<file path="src/rtl/bus_bridge_pkg.sv">
// Shared constants, opcode/status encodings and FSM state type for the serial-command bus bridge.
package bus_bridge_pkg;

    localparam int unsigned DATA_W = 32;
    localparam int unsigned BYTE_W = 8;
    localparam int unsigned MASK_W = 4;
    localparam int unsigned TMO_W  = 16;

    localparam logic [3:0] CMD_READ      = 4'h1;
    localparam logic [3:0] CMD_WRITE     = 4'h2;
    localparam logic [3:0] CMD_READ_INC  = 4'h5;
    localparam logic [3:0] CMD_WRITE_INC = 4'h6;

    localparam logic [BYTE_W-1:0] ST_OK      = 8'h00;
    localparam logic [BYTE_W-1:0] ST_FAULT   = 8'h01;
    localparam logic [BYTE_W-1:0] ST_TIMEOUT = 8'h02;
    localparam logic [BYTE_W-1:0] ST_BADCMD  = 8'hFF;

    typedef enum logic [2:0] {
        S_CMD,
        S_ADDR,
        S_DATA,
        S_BUS,
        S_RESP
    } state_t;

    // Reads carry no mask, so a nonzero low nibble on any read opcode is rejected.
    function automatic logic cmd_valid(input logic [BYTE_W-1:0] cmd, input logic autoinc);
        logic ok;
        ok = 1'b0;
        case (cmd[7:4])
            CMD_READ:      ok = (cmd[3:0] == 4'h0);
            CMD_WRITE:     ok = 1'b1;
            CMD_READ_INC:  ok = autoinc && (cmd[3:0] == 4'h0);
            CMD_WRITE_INC: ok = autoinc;
            default:       ok = 1'b0;
        endcase
        return ok;
    endfunction

endpackage

</file>
<file path="src/rtl/bus_bridge_txser.sv">
// Response serialiser: sends a status byte, optionally followed by a 32-bit word LSB first.
module bus_bridge_txser
    import bus_bridge_pkg::*;
(
    input  logic              clk,
    input  logic              reset,
    input  logic              i_load,
    input  logic [BYTE_W-1:0] i_status,
    input  logic [DATA_W-1:0] i_word,
    input  logic              i_with_word,
    output logic [BYTE_W-1:0] o_tx_data,
    output logic              o_tx_valid,
    input  logic              i_tx_ready,
    output logic              o_last_c
);

    logic [DATA_W-1:0] r_word;
    logic [2:0]        r_left;
    logic [BYTE_W-1:0] r_data;
    logic              r_valid;
    logic              w_fire;

    assign w_fire     = r_valid & i_tx_ready;
    assign o_last_c   = w_fire & (r_left == 3'd0);
    assign o_tx_data  = r_data;
    assign o_tx_valid = r_valid;

    always_ff @(posedge clk) begin
        if (!reset) begin
            r_word  <= '0;
            r_left  <= 3'd0;
            r_data  <= '0;
            r_valid <= 1'b0;
        end else if (i_load) begin
            r_data  <= i_status;
            r_valid <= 1'b1;
            r_word  <= i_word;
            r_left  <= i_with_word ? 3'd4 : 3'd0;
        end else if (w_fire) begin
            if (r_left != 3'd0) begin
                r_data <= r_word[BYTE_W-1:0];
                r_word <= r_word >> BYTE_W;
                r_left <= r_left - 3'd1;
            end else begin
                r_valid <= 1'b0;
            end
        end
    end

endmodule

</file>
<file path="src/rtl/bus_bridge.sv">
// Serial-command bus initiator: byte frames in, single-word bus reads/writes, status/data bytes out.
// Define BUS_BRIDGE_AUTOINC_EN for a persistent, auto-incrementing address and opcodes 0x5/0x6.
module bus_bridge
    import bus_bridge_pkg::*;
#(
    parameter int unsigned TIMEOUT = 1024
) (
    input  logic              clk,
    input  logic              reset,
    input  logic [7:0]        rx_data_in,
    input  logic              rx_valid_in,
    output logic              rx_ready_out,
    output logic [7:0]        tx_data_out,
    output logic              tx_valid_out,
    input  logic              tx_ready_in,
    output logic [31:0]       address_out,
    output logic              read_out,
    output logic              write_out,
    output logic [3:0]        write_mask_out,
    output logic [31:0]       write_value_out,
    input  logic [31:0]       read_value_in,
    input  logic              ready_in,
    input  logic              fault_in
);

`ifdef BUS_BRIDGE_AUTOINC_EN
    localparam logic AUTOINC = 1'b1;
`else
    localparam logic AUTOINC = 1'b0;
`endif

    state_t             r_state;
    logic [1:0]         r_cnt;
    logic [MASK_W-1:0]  r_mask_cmd;
    logic               r_is_write;
    logic [TMO_W-1:0]   r_tmo;
    logic [DATA_W-1:0]  r_addr;
    logic [DATA_W-1:0]  r_wdata;
    logic               r_rx_ready;
    logic               r_read;
    logic               r_write;
    logic [MASK_W-1:0]  r_mask;

    logic               w_rx_fire;
    logic               w_cmd_ok;
    logic               w_tmo;
    logic [3:0]         w_op;
    logic               w_load;
    logic [BYTE_W-1:0]  w_status;
    logic               w_with_word;
    logic               w_tx_last;

    assign w_op      = rx_data_in[7:4];
    assign w_rx_fire = rx_valid_in & r_rx_ready;
    assign w_cmd_ok  = cmd_valid(rx_data_in, AUTOINC);
    assign w_tmo     = (r_tmo == TMO_W'(TIMEOUT - 1));

    // Response launch: same cycle as the bad command byte, bus completion or timeout.
    always_comb begin
        w_load      = 1'b0;
        w_status    = ST_OK;
        w_with_word = 1'b0;
        if (r_state == S_CMD && w_rx_fire && !w_cmd_ok) begin
            w_load   = 1'b1;
            w_status = ST_BADCMD;
        end else if (r_state == S_BUS && ready_in) begin
            w_load      = 1'b1;
            w_status    = fault_in ? ST_FAULT : ST_OK;
            w_with_word = r_read & ~fault_in;
        end else if (r_state == S_BUS && w_tmo) begin
            w_load   = 1'b1;
            w_status = ST_TIMEOUT;
        end
    end

    always_ff @(posedge clk) begin
        if (!reset) begin
            r_state    <= S_CMD;
            r_cnt      <= 2'd0;
            r_mask_cmd <= '0;
            r_is_write <= 1'b0;
            r_tmo      <= '0;
            r_addr     <= '0;
            r_wdata    <= '0;
            r_rx_ready <= 1'b0;
            r_read     <= 1'b0;
            r_write    <= 1'b0;
            r_mask     <= '0;
        end else begin
            case (r_state)
                S_CMD: begin
                    r_rx_ready <= 1'b1;
                    if (w_rx_fire) begin
                        r_mask_cmd <= rx_data_in[3:0];
                        r_is_write <= (w_op == CMD_WRITE) || (w_op == CMD_WRITE_INC);
                        r_cnt      <= 2'd0;
                        if (!w_cmd_ok) begin
                            r_state    <= S_RESP;
                            r_rx_ready <= 1'b0;
                        end else if (w_op == CMD_READ_INC) begin
                            r_state    <= S_BUS;
                            r_rx_ready <= 1'b0;
                            r_read     <= 1'b1;
                            r_tmo      <= '0;
                        end else if (w_op == CMD_WRITE_INC) begin
                            r_state <= S_DATA;
                        end else begin
                            r_state <= S_ADDR;
                        end
                    end
                end
                S_ADDR: begin
                    if (w_rx_fire) begin
                        // Low address bits are dropped as they arrive so the bus only ever sees word addresses.
                        r_addr[{r_cnt, 3'b000} +: BYTE_W] <= (r_cnt == 2'd0) ?
                            {rx_data_in[7:2], 2'b00} : rx_data_in;
                        r_cnt <= r_cnt + 2'd1;
                        if (r_cnt == 2'd3) begin
                            if (r_is_write) begin
                                r_state <= S_DATA;
                            end else begin
                                r_state    <= S_BUS;
                                r_rx_ready <= 1'b0;
                                r_read     <= 1'b1;
                                r_tmo      <= '0;
                            end
                        end
                    end
                end
                S_DATA: begin
                    if (w_rx_fire) begin
                        r_wdata[{r_cnt, 3'b000} +: BYTE_W] <= rx_data_in;
                        r_cnt <= r_cnt + 2'd1;
                        if (r_cnt == 2'd3) begin
                            r_state    <= S_BUS;
                            r_rx_ready <= 1'b0;
                            r_write    <= 1'b1;
                            r_mask     <= r_mask_cmd;
                            r_tmo      <= '0;
                        end
                    end
                end
                S_BUS: begin
                    if (ready_in || w_tmo) begin
                        r_read  <= 1'b0;
                        r_write <= 1'b0;
                        r_mask  <= '0;
                        r_state <= S_RESP;
                    end else begin
                        r_tmo <= r_tmo + TMO_W'(1);
                    end
                    if (AUTOINC && ready_in && !fault_in) begin
                        r_addr <= r_addr + 32'd4;
                    end
                end
                S_RESP: begin
                    if (w_tx_last) begin
                        r_state    <= S_CMD;
                        r_rx_ready <= 1'b1;
                    end
                end
                default: r_state <= S_CMD;
            endcase
        end
    end

    bus_bridge_txser u_txser (
        .clk         (clk),
        .reset       (reset),
        .i_load      (w_load),
        .i_status    (w_status),
        .i_word      (read_value_in),
        .i_with_word (w_with_word),
        .o_tx_data   (tx_data_out),
        .o_tx_valid  (tx_valid_out),
        .i_tx_ready  (tx_ready_in),
        .o_last_c    (w_tx_last)
    );

    assign rx_ready_out    = r_rx_ready;
    assign address_out     = r_addr;
    assign read_out        = r_read;
    assign write_out       = r_write;
    assign write_mask_out  = r_mask;
    assign write_value_out = r_wdata;

endmodule

</file>
<file path="config.mk">
export PLATFORM = sky130hd
export DESIGN_NAME = bus_bridge
export DESIGN_NICKNAME = d
export VERILOG_FILES = /design/src/rtl/bus_bridge_pkg.sv /design/src/rtl/bus_bridge_txser.sv /design/src/rtl/bus_bridge.sv
export SDC_FILE = /design/constraint.sdc
export NUM_CORES = 1
export LEC_CHECK = 0
export BUFFER_PORTS_ARGS = -buffer_cell sky130_fd_sc_hd__buf_4
export CAP_MARGIN = 20
export CORE_MARGIN = 2
export CORE_UTILIZATION = 55
export CTS_BUF_LIST = sky130_fd_sc_hd__clkbuf_8
export CTS_CLUSTER_SIZE = 25
export DETAILED_ROUTE_END_ITERATION = 6
export PLACE_DENSITY = 0.87
export SETUP_SLACK_MARGIN = 0.02
export SYNTH_ARGS = -nofsm -noshare
export SYNTH_HDL_FRONTEND = slang
export SYNTH_SLANG_ARGS = --single-unit
</file>
<file path="constraint.sdc">
create_clock -name clk -period 2.4 [get_ports clk]
set_input_delay 0.36 -clock clk [delete_from_list [all_inputs] [get_ports clk]]
set_output_delay 0.36 -clock clk [all_outputs]
set_load 0.01 [all_outputs]
</file>
* Yosys cells after proc, flatten, opt, wreduce, memory -nomap -nowiden
Index checks and enable logic that the tools add are counted.
Storage, ports and cells: flip-flop bits (word level) 141, bits of input ports 46, output and inout port bits 80
Cells by class: add/subtract/negate cells 4, eq/ne operators 23, shifts and indexed selects 3, multiplexer cells 76, bitwise operators 5, reductions and logical operators 31
Operators by type and width (number):
- 16-bit two-way mux | 9
- 32-bit two-way mux | 3
- 32-bit bitwise mux | 2
- 16-bit one-hot mux with 4 select lines | 1
- 8-bit by 7-bit indexed part select with 32-bit output | 2
- 3-bit two-way mux | 12
- 8-bit two-way mux | 4
- 8-bit by 7-bit variable shift with 32-bit output (first input constant) | 1
- 1-bit two-way mux | 28
- 16-bit by 1-bit adder with 16-bit output (second input constant) | 1
- 16-bit by 10-bit == test with 1-bit output (second input constant) | 1
- 2-bit inequality test (second input constant) | 8
- 3-bit one-hot mux with 5 select lines | 1
- 2-bit two-way mux | 7
- 7-bit AND reduction | 2
- 4-bit two-way mux | 3
- 2-bit by 1-bit inequality test with 1-bit output (second input constant) | 5
- 10-bit AND reduction | 1
- 2-bit AND reduction | 5
- 4-bit by 3-bit == test with 1-bit output (second input constant) | 2
- 4-bit one-hot mux with 2 select lines | 1
- 8-bit AND reduction | 1
- 2-bit nonzero test | 4
- 4-bit nonzero test | 2
- other kinds (25) | 36

* Depth between registers and ports, before layout
word-level depth 7, mapped depth 9

* By module
From an unflattened synthesis, not the netlist that was laid out.
Unflattened totals: cell total of the unflattened synthesis 794, area, all modules 6307.3 um2
By module, submodules not included:
- bus_bridge | times used 1, cells each 546, area an instance 4279.1 um2, seq. area each 1941.9 um2
- bus_bridge_txser | times used 1, cells each 248, area an instance 2028.2 um2, seq. area each 880.8 um2

* Worst setup path after synthesis
OpenSTA, ideal clock, no wires.
kind flip-flop to flip-flop, start point register r_cnt[0], end point register r_addr[22], in the netlist address_out[22], data arrival time 1855 ps, slack 474 ps, cell stages (with the launch flop) 7, buffers on the path 1, path through dfxtp_1 -> inv_1 -> ha_1 -> nor3b_1 -> clkbuf_1 -> nand3_1 -> a21oi_1
On the way: cells in the longest elaborated chain, start to end 4, elaborated cells between the ends (all ways) 6, those cells by class 1 x add/sub; 2 x shift; 2 x mux; 1 x reduce/logical
Ends and longest elaborated chain:
- start: declaration | RTL line bus_bridge.sv:33 | logic [1:0] r_cnt;
- start signal: assignment | RTL line bus_bridge.sv:117 | r_cnt <= r_cnt + 2'd1;
- start signal: assignment | RTL line bus_bridge.sv:133 | r_cnt <= r_cnt + 2'd1;
- parallel branches: the longest is 3 deep, another holds 5-bit negator with 7-bit output
- 32-bit bitwise mux * | RTL line bus_bridge.sv:115 | r_addr[{r_cnt, 3'b000} +: BYTE_W] <= (r_cnt == 2'd0) ?
- end signal: indexed assignment | RTL line bus_bridge.sv:115
- end signal: assignment | RTL line bus_bridge.sv:153 | r_addr <= r_addr + 32'd4;
- end: declaration | RTL line bus_bridge.sv:37 | logic [DATA_W-1:0] r_addr;
Mark *: on every way between the ends. A chain may end at the register's enable or synchronous reset.

* Worst setup path in the final report
start point register r_tmo[0], end point register u_txser.r_word[23]
On the way: cells in the longest elaborated chain, start to end 7, elaborated cells between the ends (all ways) 9, those cells by class 1 x eq/ne; 4 x mux; 4 x reduce/logical
Ends and longest elaborated chain:
- start: declaration | RTL line bus_bridge.sv:36 | logic [TMO_W-1:0] r_tmo;
- start signal: assignment | RTL line bus_bridge.sv:150 | r_tmo <= r_tmo + TMO_W'(1);
- 16-bit by 10-bit == test with 1-bit output * | RTL line bus_bridge.sv:56 | assign w_tmo = (r_tmo == TMO_W'(TIMEOUT - 1));
- 1-bit logical AND * | RTL line bus_bridge.sv:70 | end else if (r_state == S_BUS && w_tmo) begin
- 1-bit two-way mux * | RTL line bus_bridge.sv:70
- 1-bit two-way mux * | RTL line bus_bridge.sv:66 | end else if (r_state == S_BUS && ready_in) begin
- 1-bit two-way mux * | RTL line bus_bridge.sv:63 | if (r_state == S_CMD && w_rx_fire && !w_cmd_ok) begin
- 2-bit nonzero test (no line)
- 2-bit AND reduction (no line)
- end signal: assignment | RTL line bus_bridge_txser.sv:37 | r_word <= i_word;
- end signal: assignment | RTL line bus_bridge_txser.sv:42 | r_word <= r_word >> BYTE_W;
- end: declaration | RTL line bus_bridge_txser.sv:17 | logic [DATA_W-1:0] r_word;
Every way passes the cells marked *; elsewhere a longest branch is shown, timed or not.

==> results by group <==
Clock tree
  • Number of gates resized after cts: 0
  • Hold buffers post-CTS: 0
  • Root cell of the clock tree: clkbuf_8
  • Maximum number of buffers from clock root to sink: 2
  • CTS tree: yes
  • CTS Sinks: 141
  • CTS H-Tree Depth: 4
  • Setup Fix Bufs, Post-CTS: 0
  • Insertion delay of the later-clocked pin in the worst-skew pair: 450 ps
  • Cts bufs inserted: 17
  • Clock-pin transition on the worst setup and hold timing paths: 80 ps

Run
  • Number of violations of the max-capacitance limit: 0

Hold path
  • Hold path startpoint: read_value_in[4]
  • WHS Path Cells: 2
  • Class of the tightest hold or removal check: in2reg
  • Worst Hold Endpoint: u_txser.r_word[4]

Detailed routing
  • Routed len/inst: 16.4 um
  • Number of search-and-repair iterations in the first detailed-routing pass: 6
  • Post-DRT Antenna Nets: 0
  • Total number of vias: 6048
  • Vias per Instance: 5.96
  • First-iteration detailed-routing DRC count: 612
  • Total routed wirelength: 16600 um
  • Number of design rule violations left after detail routing: 0

GRT
  • Initial antenna violation count: 0
  • Global-route wire length before repair: 27200 um
  • Via count of the first global-routing pass: 5599
  • Total routing usage reported by global routing: 0.268
  • GR Overflow Total: 0
  • Maximum number of pins on one net before global-route repair: 60

Final layout
  • Fraction of layout cells with a size suffix above 1: 0.224
  • Leading cell type in the layout, fill and taps excluded: buf_4
  • Commonest non-fill, non-tap cells in the layout: 153 x buf_4, 141 x dfxtp_1, 126 x nand2_1
  • Number of nets in the layout: 913
  • Area Overhead vs Synth: 23.3%
  • Ant diodes: 0
  • Non-filler cells in the finished layout: 1014

STA
  • Number of pins with negative max-slew slack in the final report: 0
  • Hold Violations, Final: 0
  • Final setup TNS: 0 ps
  • Share of the clock period used by the worst path: 0.944
  • Setup repair after global routing missed its margin: false
  • Worst max-slew margin expressed relative to the limit: 0.309
  • Post-route clock skew: 9.42 ps
  • Slew at the pin with the worst max-slew slack: 1030 ps
  • Shortest clock period the worst path allows after layout: 2270 ps
  • Achievable frequency: 441 MHz
  • Setup violations, final: 0

Critical path
  • Worst r2r path cells: 7
  • Reg-to-Reg End: u_txser.r_word[23]
  • Element type at the critical path start: flip-flop
  • Data required time of the critical path: 2730 ps
  • Critical path endpoint category: flip-flop
  • CP Data Arrival Time: 2600 ps
  • Chain of cells forming the critical path: ha_1 -> nand2_1 -> nor3_2 -> a21oi_2 -> buf_4 -> o211ai_1 -> o211a_1
  • Max stage delay on crit path: 590 ps
  • Largest fanout of any net on the critical path: 25
  • Setup CP Type: reg2reg
  • Worst reg2reg setup slack: 130 ps
  • Worst reg2reg startpoint: r_tmo[0]
  • Crit path max-delay cell type: a21oi_2

Logic synthesis
  • Area of the mapped netlist: 0.00633 mm^2
  • Flip-flop cell with the highest count after synthesis: dfxtp_1
  • Mapped Cells: 754
  • Yosys warning total: 0
  • Synthesis-stage register bit count: 141
  • Number of different library cells in the post-synthesis netlist: 54
  • Number of enable flip-flop cells after synthesis: 0
  • Sequential element share of the synthesized area: 0.446
  • Share of async-settable or async-resettable flops after synthesis: 0
  • Net Count, Synth: 808
  • Mean instance size in the synthesized netlist: 8.40 um^2

Place
  • Routability congestion estimate from global placement: 0.842
  • Detailed Place HPWL: 11300 um
  • Buffers added on ports: 125
  • Number of placed instances with taps included: 983

Floorplan
  • Die Wd: 111 um
  • Effective utilization at floorplan: 0.560
  • Core Region: 0.0113 mm^2
  • Number of ports placed on the die boundary: 126
  • Chip height: 111 um
  • Cell row count: 39
  • Die ar.: 0.0124 mm^2

Power and ir drop
  • Static leakage: 3.22 nW
  • Worst vdd rail ir drop: 0.547 mV
  • Pwr per Cell Area: 649 mW/mm^2

Outcome
  • Run status: complete, no violations
registers in the layout (all words and copies together), names as in the netlist:
register	cells
rx_ready_out	1
u_txser.o_tx_data	8
write_out	1
address_out	32
r_state	3
write_value_out	32
r_cnt	2
u_txser.r_word	32
r_mask_cmd	4
r_tmo	16
r_is_write	1
u_txser.o_tx_valid	1
write_mask_out	4
u_txser.r_left	3
read_out	1
synth_stat cells (all sizes together) (2+ instances only):
cell type	count	area (um^2)
dfxtp	141	2820
nand2	126	473
a21oi	84	424
nand3	82	410
clkbuf	51	191
mux2i	39	390
o211ai	37	278
o211a	25	250
nor2	18	67.6
buf	16	78.8
and3	13	81.3
a31oi	11	68.8
o21ai	11	55.1
ha	8	100
inv	8	30.0
nor3	8	40.0
and2	7	43.8
a21o	5	37.5
nand4	5	31.3
nand2b	4	25.0
nor2b	4	25.0
nor3b	4	30.0
nor4	4	25.0
or4	4	33.8
a311oi	3	26.3
o311ai	3	26.3
or2	3	18.8
a2111oi	2	17.5
a221oi	2	17.5
a22oi	2	15.0
a41oi	2	17.5
nor4b	2	17.5
o21a	2	15.0
o31ai	2	15.0
xnor2	2	17.5
worst max path at each step:
stage	depth (start not counted)	startpoint	slack (ps)	endpoint
after floorplan	6	r_cnt[0]	470	address_out[22]
after global placement	6	rx_data_in[2]	-70	u_txser.r_left[2]
after detailed placement	6	rx_data_in[2]	-120	u_txser.r_word[24]
after CTS	7	r_tmo[0]	120	u_txser.r_word[23]
after global routing	7	r_tmo[0]	40	u_txser.r_word[23]
final	7	r_tmo[0]	130	u_txser.r_word[23]
stage by stage:
stage	cell area (um^2)	hold WS (ps)	setup WS, ps	power [W]	utilization
6_report	7810	148	134	0.00507	0.690
3_3_place_gp	7410	440	-67.9	0.00317	0.654
4_1_cts	7810	128	121	0.00509	0.690
5_1_grt	7810	126	37.5	0.00527	0.690
2_1_floorplan	6330	432	474	0.00295	-
3_5_place_dp	7410	444	-117	0.00319	0.654
critical path: cells and delay by family, from the launching register on:
kind | cells | cell delay [ps]
AOI/OAI and AO/OA | 3 | 950
buffers and inverters | 1 | 400
DFF | 1 | 350
adders and majority gates | 1 | 270
and+or+nand+nor | 2 | 170
power by group:
part           switching (W)  internal (W)  total (W)  leakage (nW)
registers          0.0000739       0.00245    0.00253          1.14
clock network       0.000893       0.00102    0.00192         0.207
logic               0.000335      0.000290   0.000625          1.87
cells by family (layout without fill, tap and decap cells):
family	after synthesis	count (layout)	synth area share
AOI/OAI and AO/OA	199	199	0.211
xor gates and xnor gates	2	2	0.00277
adders and majority gates	8	8	0.0158
buffers and inverters	76	193	0.0480
DFF	141	141	0.446
muxes	39	39	0.0616
and+or+nand+nor	289	289	0.215
per-layer routing:
layer	track usage	wire [um]	up-vias	part of all wire
li1	-	-	2930	-
met1	0.355	7140	2832	0.43
met2	0.427	7860	244	0.47
met3	0.0607	1200	42	0.072
met4	0.103	388	0	0.023
met5	0	0	-	0
layout make-up:
type	instances	area, um^2
inverters	9	33.8
flip-flops and latches	141	2820
clock inverters	10	114
multi-input cells	537	3230
clock buffers	21	289
repair buffers	153	1150
fillers	930	3510
well taps	143	179
(Power assumes the default switching activity.)
